--- src/rtl/bus_pkg.sv ---
// Shared types and index constants for the bus transfer sequencer.
// Source and destination indices select the bus-mux input and the load-enable line respectively.
package bus_pkg;

  localparam int DEPTH_DEF = 4;
  localparam int NSRC_DEF  = 24;
  localparam int NDST_DEF  = 24;

  localparam int SRC_R0  = 0,  SRC_R1  = 1,  SRC_R2  = 2,  SRC_R3  = 3;
  localparam int SRC_R4  = 4,  SRC_R5  = 5,  SRC_R6  = 6,  SRC_R7  = 7;
  localparam int SRC_R8  = 8,  SRC_R9  = 9,  SRC_R10 = 10, SRC_R11 = 11;
  localparam int SRC_R12 = 12, SRC_R13 = 13, SRC_R14 = 14, SRC_R15 = 15;
  localparam int SRC_HI  = 16, SRC_LO  = 17, SRC_ZHI = 18, SRC_ZLO = 19;
  localparam int SRC_PC  = 20, SRC_MDR = 21, SRC_INPORT = 22, SRC_C = 23;

  localparam int DST_R0  = 0,  DST_R1  = 1,  DST_R2  = 2,  DST_R3  = 3;
  localparam int DST_R4  = 4,  DST_R5  = 5,  DST_R6  = 6,  DST_R7  = 7;
  localparam int DST_R8  = 8,  DST_R9  = 9,  DST_R10 = 10, DST_R11 = 11;
  localparam int DST_R12 = 12, DST_R13 = 13, DST_R14 = 14, DST_R15 = 15;
  localparam int DST_HI  = 16, DST_LO  = 17, DST_PC  = 18, DST_MAR = 19;
  localparam int DST_MDR = 20, DST_OUTPORT = 21, DST_Y = 22, DST_IR = 23;

  typedef enum logic [1:0] {
    IDLE  = 2'd0,
    DRIVE = 2'd1,
    LATCH = 2'd2
  } seq_state_t;

  typedef struct packed {
    logic [4:0] src;
    logic [4:0] dst;
  } xfer_req_t;

endpackage

--- src/rtl/bus_transfer_sequencer_if.sv ---
// Request handshake plus the one-hot bus enables and status seen by the control unit.
// master = control unit side, slave = sequencer side.
interface bus_transfer_sequencer_if #(
  parameter int DEPTH = 4,
  parameter int NSRC  = 24,
  parameter int NDST  = 24
);
  localparam int CW = $clog2(DEPTH) + 1;

  logic            req_valid;
  logic            req_ready;
  logic [4:0]      req_src;
  logic [4:0]      req_dst;
  logic [NSRC-1:0] src_out;
  logic [NDST-1:0] dst_in;
  logic            busy;
  logic            err_illegal;
  logic [CW-1:0]   fifo_count;

  modport master (
    output req_valid, req_src, req_dst,
    input  req_ready, src_out, dst_in, busy, err_illegal, fifo_count
  );

  modport slave (
    input  req_valid, req_src, req_dst,
    output req_ready, src_out, dst_in, busy, err_illegal, fifo_count
  );

endinterface

--- src/rtl/bus_xfer_fifo.sv ---
// Purpose: DEPTH-entry synchronous FIFO holding pending register transfers.
// Latency: pushed entry visible at pop_dat the cycle after the push edge.
// Backpressure: push ignored while full, pop ignored while empty.
module bus_xfer_fifo
  import bus_pkg::*;
#(
  parameter int DEPTH = 4,
  parameter int CW    = $clog2(DEPTH) + 1
) (
  input  logic          clock,
  input  logic          clear,
  input  logic          push,
  input  xfer_req_t     push_dat,
  input  logic          pop,
  output xfer_req_t     pop_dat,
  output logic [CW-1:0] count,
  output logic          full,
  output logic          empty
);
  localparam int AW = $clog2(DEPTH);

  xfer_req_t     mem [DEPTH];
  logic [AW-1:0] wr_ptr;
  logic [AW-1:0] rd_ptr;
  logic          do_push;
  logic          do_pop;

  assign full    = (count == CW'(DEPTH));
  assign empty   = (count == '0);
  assign do_push = push && !full;
  assign do_pop  = pop && !empty;
  assign pop_dat = mem[rd_ptr];

  always_ff @(posedge clock) begin
    if (do_push) mem[wr_ptr] <= push_dat;
  end

  // Power-of-two depth lets the pointers wrap by plain overflow.
  always_ff @(posedge clock or posedge clear) begin
    if (clear) begin
      wr_ptr <= '0;
      rd_ptr <= '0;
      count  <= '0;
    end else begin
      if (do_push) wr_ptr <= wr_ptr + 1'b1;
      if (do_pop)  rd_ptr <= rd_ptr + 1'b1;
      case ({do_push, do_pop})
        2'b10:   count <= count + 1'b1;
        2'b01:   count <= count - 1'b1;
        default: count <= count;
      endcase
    end
  end

endmodule

--- src/rtl/bus_transfer_sequencer.sv ---
// Purpose: queue register transfers, drive one-hot bus source then destination enables (bypass: BUS_XFER_BYPASS_EN).
// Latency: src_out 2 edges after accept (1 with bypass into idle/empty), dst_in one edge later; 2 cycles per transfer.
// Backpressure: req_ready drops while the request FIFO holds DEPTH entries.
module bus_transfer_sequencer
  import bus_pkg::*;
#(
  parameter int DEPTH = DEPTH_DEF,
  parameter int NSRC  = NSRC_DEF,
  parameter int NDST  = NDST_DEF
) (
  input  logic                     clock,
  input  logic                     clear,
  bus_transfer_sequencer_if.slave  bus
);
  localparam int CW = $clog2(DEPTH) + 1;

  seq_state_t      state, state_n;
  logic [NSRC-1:0] src_out_q, src_out_n;
  logic [NDST-1:0] dst_in_q, dst_in_n;
  logic [4:0]      cur_dst, cur_dst_n;
  logic            err_q;

  xfer_req_t       req_in;
  xfer_req_t       fifo_dat;
  xfer_req_t       nxt;
  logic [CW-1:0]   fifo_count;
  logic            fifo_full;
  logic            fifo_empty;
  logic            fifo_push;
  logic            fifo_pop;
  logic            accept;
  logic            legal;
  logic            bypass_take;
  logic            load;

  assign req_in    = '{src: bus.req_src, dst: bus.req_dst};
  assign accept    = bus.req_valid && bus.req_ready;
  assign legal     = (int'(bus.req_src) < NSRC) && (int'(bus.req_dst) < NDST);

`ifdef BUS_XFER_BYPASS_EN
  assign bypass_take = accept && legal && (state == IDLE) && fifo_empty;
`else
  assign bypass_take = 1'b0;
`endif

  assign fifo_push = accept && legal && !bypass_take && !fifo_full;

  bus_xfer_fifo #(.DEPTH(DEPTH), .CW(CW)) u_fifo (
    .clock    (clock),
    .clear    (clear),
    .push     (fifo_push),
    .push_dat (req_in),
    .pop      (fifo_pop),
    .pop_dat  (fifo_dat),
    .count    (fifo_count),
    .full     (fifo_full),
    .empty    (fifo_empty)
  );

  always_comb begin
    state_n   = state;
    src_out_n = src_out_q;
    dst_in_n  = '0;
    cur_dst_n = cur_dst;
    nxt       = fifo_dat;
    load      = 1'b0;
    fifo_pop  = 1'b0;
    unique case (state)
      IDLE: begin
        src_out_n = '0;
        if (!fifo_empty) begin
          fifo_pop = 1'b1;
          load     = 1'b1;
        end else if (bypass_take) begin
          nxt  = req_in;
          load = 1'b1;
        end
      end
      DRIVE: begin
        // Source keeps driving while the destination samples a settled bus.
        state_n  = LATCH;
        dst_in_n = NDST'(1) << cur_dst;
      end
      LATCH: begin
        if (!fifo_empty) begin
          fifo_pop = 1'b1;
          load     = 1'b1;
        end else begin
          state_n   = IDLE;
          src_out_n = '0;
        end
      end
      default: begin
        state_n   = IDLE;
        src_out_n = '0;
      end
    endcase
    if (load) begin
      state_n   = DRIVE;
      src_out_n = NSRC'(1) << nxt.src;
      cur_dst_n = nxt.dst;
    end
  end

  always_ff @(posedge clock or posedge clear) begin
    if (clear) begin
      state     <= IDLE;
      src_out_q <= '0;
      dst_in_q  <= '0;
      cur_dst   <= '0;
      err_q     <= 1'b0;
    end else begin
      state     <= state_n;
      src_out_q <= src_out_n;
      dst_in_q  <= dst_in_n;
      cur_dst   <= cur_dst_n;
      err_q     <= accept && !legal;
    end
  end

  assign bus.req_ready   = (fifo_count < CW'(DEPTH));
  assign bus.src_out     = src_out_q;
  assign bus.dst_in      = dst_in_q;
  assign bus.busy        = (state != IDLE) || !fifo_empty;
  assign bus.err_illegal = err_q;
  assign bus.fifo_count  = fifo_count;

endmodule

--- src/flat_wrapper.sv ---
// flat-port wrapper written by rule: the top's interface ports become plain ports
module bus_transfer_sequencer_flat import bus_pkg::*;
#(
  parameter int DEPTH = DEPTH_DEF,
  parameter int NSRC  = NSRC_DEF,
  parameter int NDST  = NDST_DEF
)
  (clock, clear, bus_req_valid, bus_req_src, bus_req_dst, bus_req_ready, bus_src_out, bus_dst_in, bus_busy, bus_err_illegal, bus_fifo_count);
  bus_transfer_sequencer_if #(.DEPTH(DEPTH), .NSRC(NSRC), .NDST(NDST)) bus_i ();
  input  logic clock;
  input  logic clear;
  input wire logic [$bits(bus_i.req_valid)-1:0] bus_req_valid;
  input wire logic [$bits(bus_i.req_src)-1:0] bus_req_src;
  input wire logic [$bits(bus_i.req_dst)-1:0] bus_req_dst;
  output wire logic [$bits(bus_i.req_ready)-1:0] bus_req_ready;
  output wire logic [$bits(bus_i.src_out)-1:0] bus_src_out;
  output wire logic [$bits(bus_i.dst_in)-1:0] bus_dst_in;
  output wire logic [$bits(bus_i.busy)-1:0] bus_busy;
  output wire logic [$bits(bus_i.err_illegal)-1:0] bus_err_illegal;
  output wire logic [$bits(bus_i.fifo_count)-1:0] bus_fifo_count;
  assign bus_i.req_valid = bus_req_valid;
  assign bus_i.req_src = bus_req_src;
  assign bus_i.req_dst = bus_req_dst;
  assign bus_req_ready = bus_i.req_ready;
  assign bus_src_out = bus_i.src_out;
  assign bus_dst_in = bus_i.dst_in;
  assign bus_busy = bus_i.busy;
  assign bus_err_illegal = bus_i.err_illegal;
  assign bus_fifo_count = bus_i.fifo_count;
  bus_transfer_sequencer #(.DEPTH(DEPTH), .NSRC(NSRC), .NDST(NDST)) u_core (.clock(clock), .clear(clear), .bus(bus_i));
endmodule
--- config.mk ---
export PLATFORM = sky130hd
export DESIGN_NAME = bus_transfer_sequencer_flat
export DESIGN_NICKNAME = d
export VERILOG_FILES = /design/src/rtl/bus_pkg.sv /design/src/rtl/bus_transfer_sequencer_if.sv /design/src/rtl/bus_xfer_fifo.sv /design/src/rtl/bus_transfer_sequencer.sv /design/src/flat_wrapper.sv
export SDC_FILE = /design/constraint.sdc
export NUM_CORES = 1
export LEC_CHECK = 0
export BUFFER_PORTS_ARGS = -buffer_cell sky130_fd_sc_hd__clkbuf_2
export CAP_MARGIN = 10
export CORE_ASPECT_RATIO = 0.7
export CORE_MARGIN = 10
export CORE_UTILIZATION = 52
export CTS_CLUSTER_DIAMETER = 200
export DETAILED_ROUTE_END_ITERATION = 10
export PLACE_DENSITY = 0.86
export SLEW_MARGIN = 20
export SYNTH_ARGS = -nofsm -noshare
export SYNTH_HDL_FRONTEND = slang
export SYNTH_SLANG_ARGS = --single-unit
--- constraint.sdc ---
create_clock -name clock -period 2.35 [get_ports clock]
set_clock_uncertainty 0.15 [all_clocks]
set_input_delay 0.1175 -clock clock [delete_from_list [all_inputs] [get_ports clock]]
set_output_delay 0.1175 -clock clock [all_outputs]
set_load 0.05 [all_outputs]
==> out/metrics.csv, run 1 <==
metric,value,unit
most common cell in the netlist,dfrtp_1,
die area,11500,um^2
# diodes,0,
"area leader, netlist",dfrtp_1,
Starting Density,0.536,
largest net degree at the start of global routing,26,
Antenna Nets Post-Route,0,
Post-Syn Area per Cell,15.0,um^2
DRC Markers,0,
"Cell Area, Placed",4380,um^2
Avg WL per Cell,16.6,um
outcome,completed,
startpoint types,register,
clock buffer depth,2,
setup TNS,0,ns
share of cells above drive strength 1,0.299,
WL final,7440,um
Clk pwr share,0.188,
pins over their slew limit,0,
Layout area overhead,19.5,%
DR vias/cell,5.14,
Peak Freq,466,MHz
number of synthesized flops with an enable pin,40,
synth cell count leaders,"63 x dfrtp_1, 40 x edfxtp_1, 29 x nor2_1, 27 x nand2_1, 24 x o31ai_1",
"FF+latch count, synth",103,
synth top area cells,"dfrtp_1 40%, edfxtp_1 31%, mux4_1 6.0%, o31ai_1 4.6%, nor2_1 2.8%",
H-tree Lvls,3,
first-pass GRT wire length,12000,um
DRT iter0 DRCs,223,
"Seq/Total Area, Yosys",0.708,
DR vias,2308,
M2 GR Usage,0.191,
"Primary FF master, synth",dfrtp_1,
CP Data Required Time,2.08,ns
CTS tree,built,
switching power,2230,uW
total global-route track usage,0.134,
ys async rst share,0.612,
"Reg clk slew, reported paths",0.10,ns
Filler cells,515,
Port Buffer Count,66,
slew of the pin with the lowest slew margin,0.524,ns
Final GP Congestion,0.793,
Ys Warns,0,
fin crit share,0.914,
CP Max Fanout,4,
vias in the first global route,2339,
type of destination of the critical path,output port,
syn_nets,280,
initial antenna violation count,0,
# IOs,67,
CTS Root Buffer Type,clkbuf_8,
met3 Resource Use GR,0.0503,
GR Layer Usage met1,0.187,
"Distinct cells, synth",30,
Max Cap Violations,0,
Leak,0.00207,uW
slew margin rel.,0.650,
DP HPWL,5450,um
Die X,124,um
cts bufs inserted,9,
post-synth top area share,0.402,
Post-Syn Instances,261,
Power Density,1180,nW/um^2
Total Nets Final,365,
drt first pass iters,4,
endpoints failing setup,0,
site row count,26,
Sink Count,103,
core area,7320,um^2
Final Hold Vio Count,0,
Pint,3280,uW
grt ovf,0,
fin crit period,2.15,ns
combinational share of power,0.377,
DIE HEIGHT,92.7,um
fin area,4690,um^2
Worst VDD drop,0.541,mV
postcts setup bufs,0,
Flop pwr share,0.436,
worst min path class,primary input to asynchronous set/reset pin,
crit path kind,register to output port,
GRT busiest layer,met2,
Sw Ratio,0.405,
Synth Cell Area,3920,um^2
Worst EP arrival,1.88,ns
"Clk Latency, worst-skew pair",0.36,ns
unrepaired setup endpoints after global routing,false,
metal layers:
metal | vias up | wire, um | share of wire
li1 | 1098 | - | -
met1 | 1127 | 3310 | 0.44
met2 | 74 | 3300 | 0.44
met3 | 9 | 752 | 0.10
met4 | 0 | 84 | 0.011
met5 | - | 0 | 0
flip-flops by register name, indices dropped and copies added (netlist names):
signal / flops
u_core.u_fifo.mem: 40
u_core.u_fifo.count: 3
u_core.state: 2
u_core.u_fifo.rd_ptr: 2
u_core.bus.dst_in: 24
u_core.bus.src_out: 24
u_core.cur_dst: 5
u_core.bus.err_illegal: 1
u_core.u_fifo.wr_ptr: 2
kinds of logic (layout without fill, tap and decap cells):
family,count (synthesis),in the layout,synth area share
mux,17,17,0.0858
simple gates,84,84,0.101
fa+ha+maj,6,6,0.0210
xor+xnor,6,6,0.0134
compound gates,25,25,0.0478
flops,103,103,0.708
buf+inv,20,110,0.0233
metrics by stage:
stage	setup WS [ns]	std cells	utilization	hold slack [ns]	total power (uW)
2_1_floorplan	0.0526	261	-	0.0664	4000
3_3_place_gp	0.170	421	0.598	-0.0702	4440
3_5_place_dp	0.0377	421	0.598	-0.0634	4510
4_1_cts	0.0100	449	0.641	0.0855	5550
5_1_grt	0.0612	449	0.641	0.120	5840
6_report	0.203	449	0.641	0.0868	5510
cells in the final DEF, fill, tap and decap left out, drive strengths merged, types with 2 or more instances in the layout:
cell	Yosys	layout
mux2	6	6
nor2	29	29
nand2b	7	7
nor3b	2	2
or3	3	3
inv	8	12
mux4	10	10
and2	4	4
buf	3	8
nand2	27	27
clkbuf	9	76
nand3b	3	3
dlygate4sd3	0	12
or2	3	3
xor2	3	3
o31ai	24	24
nor2b	2	2
xnor2	3	3
edfxtp	40	40
ha	5	5
dfrtp	63	63
nand3	2	2
worst max-delay path, cell delays in order (launching register included):
cell and delay [ns]:
dfrtp_2 0.41, buf_4 0.14, or3_1 0.40, or3_1 0.31
clkbuf_2 0.25
area by class of cell:
class	count	area (um^2)	area share
well taps	98	123	0.0261
flip-flops and latches	103	2780	0.593
repair buffers	86	510	0.109
clock buffers	10	138	0.0293
inverters	8	30.0	0.00640
multi-input cells	138	1060	0.225
clock inverters	6	51.3	0.0109
power groups by stage:
stage	sequential [uW]	clock [uW]	combinational, uW
floorplan	2810	0	1190
global placement	2410	0	2020
detailed placement	2440	0	2070
CTS	2400	1050	2090
global route	2440	1140	2260
finish	2400	1040	2080
what timing repair did:
action / in CTS / in global routing
hold endpoints to repair: 104 / 0
gates resized for setup: 0 / 1
hold buffers: 12 / 0
setup endpoints to repair: 0 / 1
path summary, 6_finish.rpt:
check / start / end / slack, ns / cells after the start
min: clear / u_core.bus.src_out[21] / 0.09 / 3
min reg2reg: u_core.bus.src_out[13] / u_core.bus.src_out[13] / 0.34 / 2
max in group asynchronous: clear / u_core.u_fifo.count[2] / 1.30 / 4
max: u_core.u_fifo.count[2] / bus_busy / 0.20 / 4
min in group clock: u_core.bus.src_out[13] / u_core.bus.src_out[13] / 0.34 / 2
max reg2reg: u_core.u_fifo.rd_ptr[0] / u_core.bus.src_out[5] / 0.21 / 3
(Power assumes the default switching activity.)
==> run 2, diff against run 1 <==
--- a/config.mk
+++ b/config.mk
@@ -5,6 +5,7 @@
 export SDC_FILE = /design/constraint.sdc
 export NUM_CORES = 1
 export LEC_CHECK = 0
+export ABC_AREA = 1
 export BUFFER_PORTS_ARGS = -buffer_cell sky130_fd_sc_hd__clkbuf_2
 export CAP_MARGIN = 10
 export CORE_ASPECT_RATIO = 0.7
@@ -12,7 +13,7 @@
 export CORE_UTILIZATION = 52
 export CTS_CLUSTER_DIAMETER = 200
 export DETAILED_ROUTE_END_ITERATION = 10
-export PLACE_DENSITY = 0.86
+export PLACE_DENSITY = 0.85
 export SLEW_MARGIN = 20
 export SYNTH_ARGS = -nofsm -noshare
 export SYNTH_HDL_FRONTEND = slang
==> run 2 against run 1 <==
  * Largest cell class unchanged
  * Die area up 4.4%
  * Sequential power is essentially flat
  * First-iteration DRC count increased by 12%
  * Synthesized cell count grew 49%
  * Area after synthesis up 5.4%
  * Power is 16% higher
  * Clock power grew 39%
==> out/metrics.csv, run 2 <==
metric,value,unit,change
Top reg by flops,u_core.u_fifo.mem,,
DIE HEIGHT,94.6,um,+2.1%
cts-stage hold buffer count,12,,unchanged
DR vias,2975,,+29%
core area,7800,um^2,+6.6%
grt ovf,0,,unchanged
# IOs,67,,unchanged
DRT iter0 DRCs,250,,+12%
"commonest non-fill, non-tap cell in the layout",nand2_1,,
"Critical Path, Cell by Cell",dlygate4sd3_1 > clkbuf_2 > inv_1 > o22ai_1 > inv_1 > nand3_1 > ha_1 > inv_1 > fa_1 > a21oi_1 > o21ai_0 > xor2_1,,
most frequent cells in the layout,"114 x nand2_1, 66 x clkbuf_2, 60 x dfrtp_1",,
"area leader, netlist",dfrtp_1,,
worst min path class,primary input to asynchronous set/reset pin,,
launch point of the worst path,bus_req_src[3],,
Pint,3620,uW,+10%
Leak,0.00246,uW,+19%
WP depth,12,,+8
number of synthesized flops with an enable pin,40,,unchanged
die area,12000,um^2,+4.4%
initial antenna violation count,0,,unchanged
Most Frequent Cell on Critical Path,inv_1,,
Layout area overhead,21.9,%,
Critical Path Slowest Stage Cell,dlygate4sd3_1,,
Max Cap Violations,0,,unchanged
CP Data Required Time,2.41,ns,+0.33 ns
CTS tree,built,,
synth cell count leaders,"115 x nand2_1, 63 x dfrtp_1, 40 x edfxtp_1, 35 x nor2_1, 27 x nand3_1",,
type of destination of the critical path,register,,
"Reg clk slew, reported paths",0.07,ns,-0.03 ns
startpoint types,primary input,,
fin crit period,2.14,ns,-0.00478 ns
"Clk Latency, worst-skew pair",0.34,ns,-0.02 ns
Crit path max-delay family,buffers and inverters,,
switching power,2760,uW,+24%
Worst Setup Slack post-DPL,0.347,ns,+0.309 ns
"Primary FF master, synth",dfrtp_1,,
most common cell in the netlist,nand2_1,,
Worst VDD drop,0.469,mV,-13%
endpoints failing setup,0,,unchanged
drt first pass iters,4,,unchanged
crit path kind,primary input to register,,
Total Nets Final,495,,+36%
max reg flops,40,,unchanged
worst setup margin,0.207,ns,+0.00478 ns
Worst Reg-to-Reg Cells,10,,+7
vias in the first global route,2960,,+27%
site row count,27,,+3.8%
Port Buffer Count,66,,unchanged
cts bufs inserted,9,,unchanged
Avg WL per Cell,15.2,um,-8.2%
Peak Freq,467,MHz,+0.22%
DRC Markers,0,,unchanged
Flop pwr share,0.378,,-0.058
Synth Cell Area,4140,um^2,+5.4%
Sink Count,103,,unchanged
syn_nets,408,,+46%
unrepaired setup endpoints after global routing,false,,
clock buffer depth,2,,unchanged
slew of the pin with the lowest slew margin,0.667,ns,+0.143 ns
share of cells above drive strength 1,0.247,,-0.0517
Design Power,6380,uW,+16%
post-synth top area share,0.381,,-0.0207
Starting Density,0.530,,-0.00601
slew margin rel.,0.555,,-0.0951
synth top area cells,"dfrtp_1 38%, edfxtp_1 29%, nand2_1 10%, nand3_1 3.3%, nor2_1 3.2%",,
largest net degree at the start of global routing,34,,+31%
"Distinct cells, synth",29,,-3.3%
setup TNS,0,ns,unchanged
H-tree Lvls,3,,unchanged
Die X,127,um,+2.2%
pins over their slew limit,0,,unchanged
Final GP Congestion,0.773,,-2.5%
Post-Syn Instances,389,,+49%
WL final,8860,um,+19%
postcts setup bufs,0,,unchanged
Clk pwr share,0.227,,+0.039
Antenna Nets Post-Route,0,,unchanged
ys async rst share,0.612,,unchanged
Reg-to-Reg Start,u_core.u_fifo.count[0],,
Final Hold Vio Count,0,,unchanged
# diodes,0,,unchanged
fin crit share,0.912,,-0.00204
DP HPWL,6330,um,+16%
DR vias/cell,5.11,,-0.56%
combinational share of power,0.394,,+0.017
"FF+latch count, synth",103,,unchanged
Worst EP arrival,2.20,ns,+0.32 ns
CP max stage delay,0.52,ns,+0.11 ns
"Seq/Total Area, Yosys",0.672,,-0.0364
Resize count post-CTS,0,,unchanged
Sw Ratio,0.433,,+0.0278
outcome,completed,,
first-pass GRT wire length,14800,um,+23%
Crit path buffers/inverters,5,,+3
Post-Syn Area per Cell,10.6,um^2,-29%
total global-route track usage,0.152,,+0.0180
CTS Root Buffer Type,clkbuf_16,,
Power Density,1270,nW/um^2,+7.7%
CP Max Fanout,5,,+1
Ys Warns,0,,unchanged
-- run 2: logic make-up (layout without fill, tap and decap cells) --
family                     count (synthesis)  in the layout  share of synthesized area
adders and majority gates                  6              6                     0.0200
AOI/OAI and AO/OA                         23             23                     0.0296
xor gates and xnor gates                   3              3                    0.00635
buffers and inverters                     46            138                     0.0490
and+or+nand+nor                          208            208                      0.224
DFF                                      103            103                      0.672
-- run 2: final cells by class --
class                           count  area (um^2)
Sequential cell                   103         2780
Fill cell                         594         2760
Timing Repair Buffer               89          546
Clock buffer                       11          264
Inverter                           33          130
Tap cell                          101          126
Multi-Input combinational cell    240         1160
Clock inverter                      5         37.5
-- run 2: worst paths after layout --
| kind | end | slack, ns |
|---|---|---|
| worst max-delay path | u_core.u_fifo.count[2] | 0.21 |
| worst min-delay path | u_core.bus.dst_in[10] | 0.27 |
| worst max register to register | u_core.u_fifo.count[2] | 0.35 |
| worst min register to register | u_core.bus.src_out[9] | 0.33 |
| max in group asynchronous | u_core.bus.src_out[3] | 1.19 |
| min in group clock | u_core.bus.src_out[9] | 0.33 |
-- run 2: metal layers --
metal | up-vias | routed length, um | global-route usage
li1 | 1440 | - | -
met1 | 1446 | 4070 | 0.196
met2 | 84 | 4160 | 0.242
met3 | 5 | 591 | 0.0476
met4 | 0 | 36 | 0.0463
met5 | - | 0 | 0
-- run 2: per-stage QoR --
stage,instances,util,area [um^2],hold slack [ns]
floorplan,389,-,4150,0.0664
global placement,554,0.592,4620,0.0730
detailed placement,554,0.592,4620,0.0861
CTS,582,0.646,5040,0.275
global route,582,0.646,5040,0.338
finish,582,0.646,5040,0.266
-- run 2: power groups by stage --
stage                     Sequential (uW)  Clock [uW]  Combinational (uW)
after floorplan                      2760           0                1600
after global placement               2430           0                2420
after detailed placement             2450           0                2490
after CTS                            2410        1480                2530
after global routing                 2450        1570                2770
final                                2420        1450                2520
-- run 2: worst min-delay path, cell delays in order --
cell and delay [ns]:
dlygate4sd3_1 0.53, clkbuf_2 0.11, inv_2 0.48
==> run 3, diff against run 2 <==
--- a/config.mk
+++ b/config.mk
@@ -6,14 +6,14 @@
 export NUM_CORES = 1
 export LEC_CHECK = 0
 export ABC_AREA = 1
-export BUFFER_PORTS_ARGS = -buffer_cell sky130_fd_sc_hd__clkbuf_2
+export BUFFER_PORTS_ARGS = -buffer_cell sky130_fd_sc_hd__buf_4
 export CAP_MARGIN = 10
 export CORE_ASPECT_RATIO = 0.7
 export CORE_MARGIN = 10
-export CORE_UTILIZATION = 52
+export CORE_UTILIZATION = 45
 export CTS_CLUSTER_DIAMETER = 200
 export DETAILED_ROUTE_END_ITERATION = 10
-export PLACE_DENSITY = 0.85
+export PLACE_DENSITY = 0.77
 export SLEW_MARGIN = 20
 export SYNTH_ARGS = -nofsm -noshare
 export SYNTH_HDL_FRONTEND = slang
==> run 3 against run 2 <==
  * Sequential power about the same
  * Combinational power up 3%
  * Largest power group unchanged
  * First-iteration DRC count decreased by 37%
  * Largest cell class unchanged
  * Power fell by 1.4%
  * Highest routed layer unchanged
==> out/metrics.csv, run 3 (synthesis results as in run 2) <==
metric,value,unit,change
fin area,5180,um^2,+2.7%
Power Density,1220,nW/um^2,-3.9%
CP Max Fanout,5,,unchanged
H-tree Lvls,3,,unchanged
initial antenna violation count,0,,unchanged
worst setup margin,0.192,ns,-0.0159 ns
site row count,29,,+7.4%
reg2reg end,u_core.u_fifo.count[2],,
CP Data Required Time,2.42,ns,about the same
Worst VDD drop,0.505,mV,+7.8%
first-pass GRT wire length,14700,um,-0.47%
DR vias/cell,4.86,,-5.0%
DIE HEIGHT,100,um,+5.9%
CTS Root Buffer Type,clkbuf_16,,
type of destination of the critical path,register,,
"Clk Latency, worst-skew pair",0.34,ns,about the same
endpoints failing setup,0,,unchanged
"Cell Area, Placed",4800,um^2,+3.9%
Die X,135,um,+6.3%
vias in the first global route,2983,,+0.78%
Final Hold Vio Count,0,,unchanged
DR vias,2929,,-1.5%
crit path kind,primary input to register,,
max reg flops,40,,unchanged
Resize count post-CTS,0,,unchanged
fin crit share,0.918,,+0.00675
Peak Freq,463,MHz,-0.73%
outcome,completed,,
clock buffer depth,2,,unchanged
CTS tree,built,,
total global-route track usage,0.136,,-0.0154
Avg WL per Cell,14.5,um,-4.6%
pins over their slew limit,0,,unchanged
core area,9000,um^2,+15%
DRT iter0 DRCs,157,,-37%
Leak,0.00249,uW,+1.1%
count of non-filler cells in the finished layout,603,,+3.6%
# diodes,0,,unchanged
Layout area overhead,25.2,%,
startpoint types,primary input,,
Worst Reg-to-Reg Cells,10,,unchanged
slew margin rel.,0.641,,+0.0864
WL final,8750,um,-1.2%
worst min path class,primary input to asynchronous set/reset pin,,
DP HPWL,6250,um,-1.3%
DRC Markers,0,,unchanged
Reg-to-Reg Start,u_core.u_fifo.count[0],,
"commonest non-fill, non-tap cell in the layout",nand2_1,,
drt first pass iters,4,,unchanged
Total Nets Final,493,,-0.40%
grt ovf,0,,unchanged
Worst EP arrival,2.23,ns,+0.03 ns
Worst Setup Slack post-DPL,0.361,ns,+0.0141 ns
most frequent cells in the layout,"114 x nand2_1, 74 x buf_4, 60 x dfrtp_1",,
unrepaired setup endpoints after global routing,false,,
worst hold slack,0.238,ns,-0.0283 ns
largest net degree at the start of global routing,40,,+18%
Top reg by flops,u_core.u_fifo.mem,,
Port Buffer Count,66,,unchanged
setup TNS,0,ns,unchanged
"Reg clk slew, reported paths",0.06,ns,about the same
Filler cells,782,,+32%
Max Cap Violations,0,,unchanged
Sink Count,103,,unchanged
share of cells above drive strength 1,0.236,,-0.0115
R2R setup slack,0.38,ns,+0.03 ns
Final GP Congestion,0.824,,+6.7%
die area,13500,um^2,+13%
fin crit period,2.16,ns,+0.0159 ns
slew of the pin with the lowest slew margin,0.538,ns,-0.129 ns
Starting Density,0.460,,-0.0704
Antenna Nets Post-Route,0,,unchanged
# IOs,67,,unchanged
placed insts,575,,+3.8%
cts bufs inserted,9,,unchanged
[run 3: cell count changes in the layout (fill, tap and decap cells not counted)]
cell and change:
buf_4 +64, clkbuf_1 +4, clkbuf_16 -1, clkbuf_2 -66, clkbuf_8 -1, clkinv_4 -1
clkinvlp_4 -2, inv_4 +2, inv_6 -1
[run 3: how the worst max path moves through the flow]
stage	start	to	slack [ns]	cells past startpoint
after global routing	bus_req_src[3]	u_core.u_fifo.count[2]	0.03	12
after CTS	bus_req_src[3]	u_core.u_fifo.count[2]	0.18	12
after global placement	bus_req_src[3]	u_core.u_fifo.count[2]	0.39	11
after floorplan	u_core.u_fifo.count[2]	u_core.u_fifo.count[2]	0.03	11
final	bus_req_src[3]	u_core.u_fifo.count[2]	0.19	12
after detailed placement	bus_req_src[3]	u_core.u_fifo.count[2]	0.36	11
[run 3: where the power goes]
part	internal [uW]	leakage, uW	switching (uW)
combinational	720	0.00115	1870
sequential	2160	0.00121	234
clock	718	0.000128	588
total	3600	0.00249	2690
[run 3: cell type report]
cell class	instances	area [um^2]	share of cell area
Clock buffer	13	240	0.0464
Clock inverter	3	17.5	0.00338
Inverter	33	130	0.0251
Multi-Input combinational cell	240	1160	0.224
Sequential cell	103	2780	0.537
Tap cell	124	155	0.0300
Timing Repair Buffer	87	696	0.134
[run 3: worst max-delay path, cell delays in order]
cell and delay (ns):
dlygate4sd3_1 0.52, buf_4 0.12, inv_1 0.05, o22ai_1 0.22, inv_1 0.10, nand3_1 0.10, ha_1 0.15, inv_1 0.06
fa_1 0.38, a21oi_1 0.14, o21ai_0 0.11, xor2_1 0.15
[run 3: per-layer routing]
layer  global-route usage  routed length [um]  vias up  part of all wire
li1                     -                   -     1440                 -
met1                0.168                3950     1401              0.45
met2                0.219                4110       76              0.47
met3               0.0519                 608       12             0.069
met4               0.0434                  83        0            0.0095
met5                    0                   0        -                 0
[run 3: through the flow]
| stage | utilization | total power, uW |
|---|---|---|
| after global placement | 0.534 | 4930 |
| after detailed placement | 0.534 | 5010 |
| final | 0.576 | 6290 |
| after global routing | 0.576 | 6740 |
| after floorplan | - | 4360 |
| after CTS | 0.576 | 6350 |
[run 3: timing repair]
action / 4_1_cts / 5_1_grt
setup endpoints to repair: 0 / 0
hold endpoints to repair: 65 / 0
setup buffers: 0 / 0
hold buffers: 12 / 0
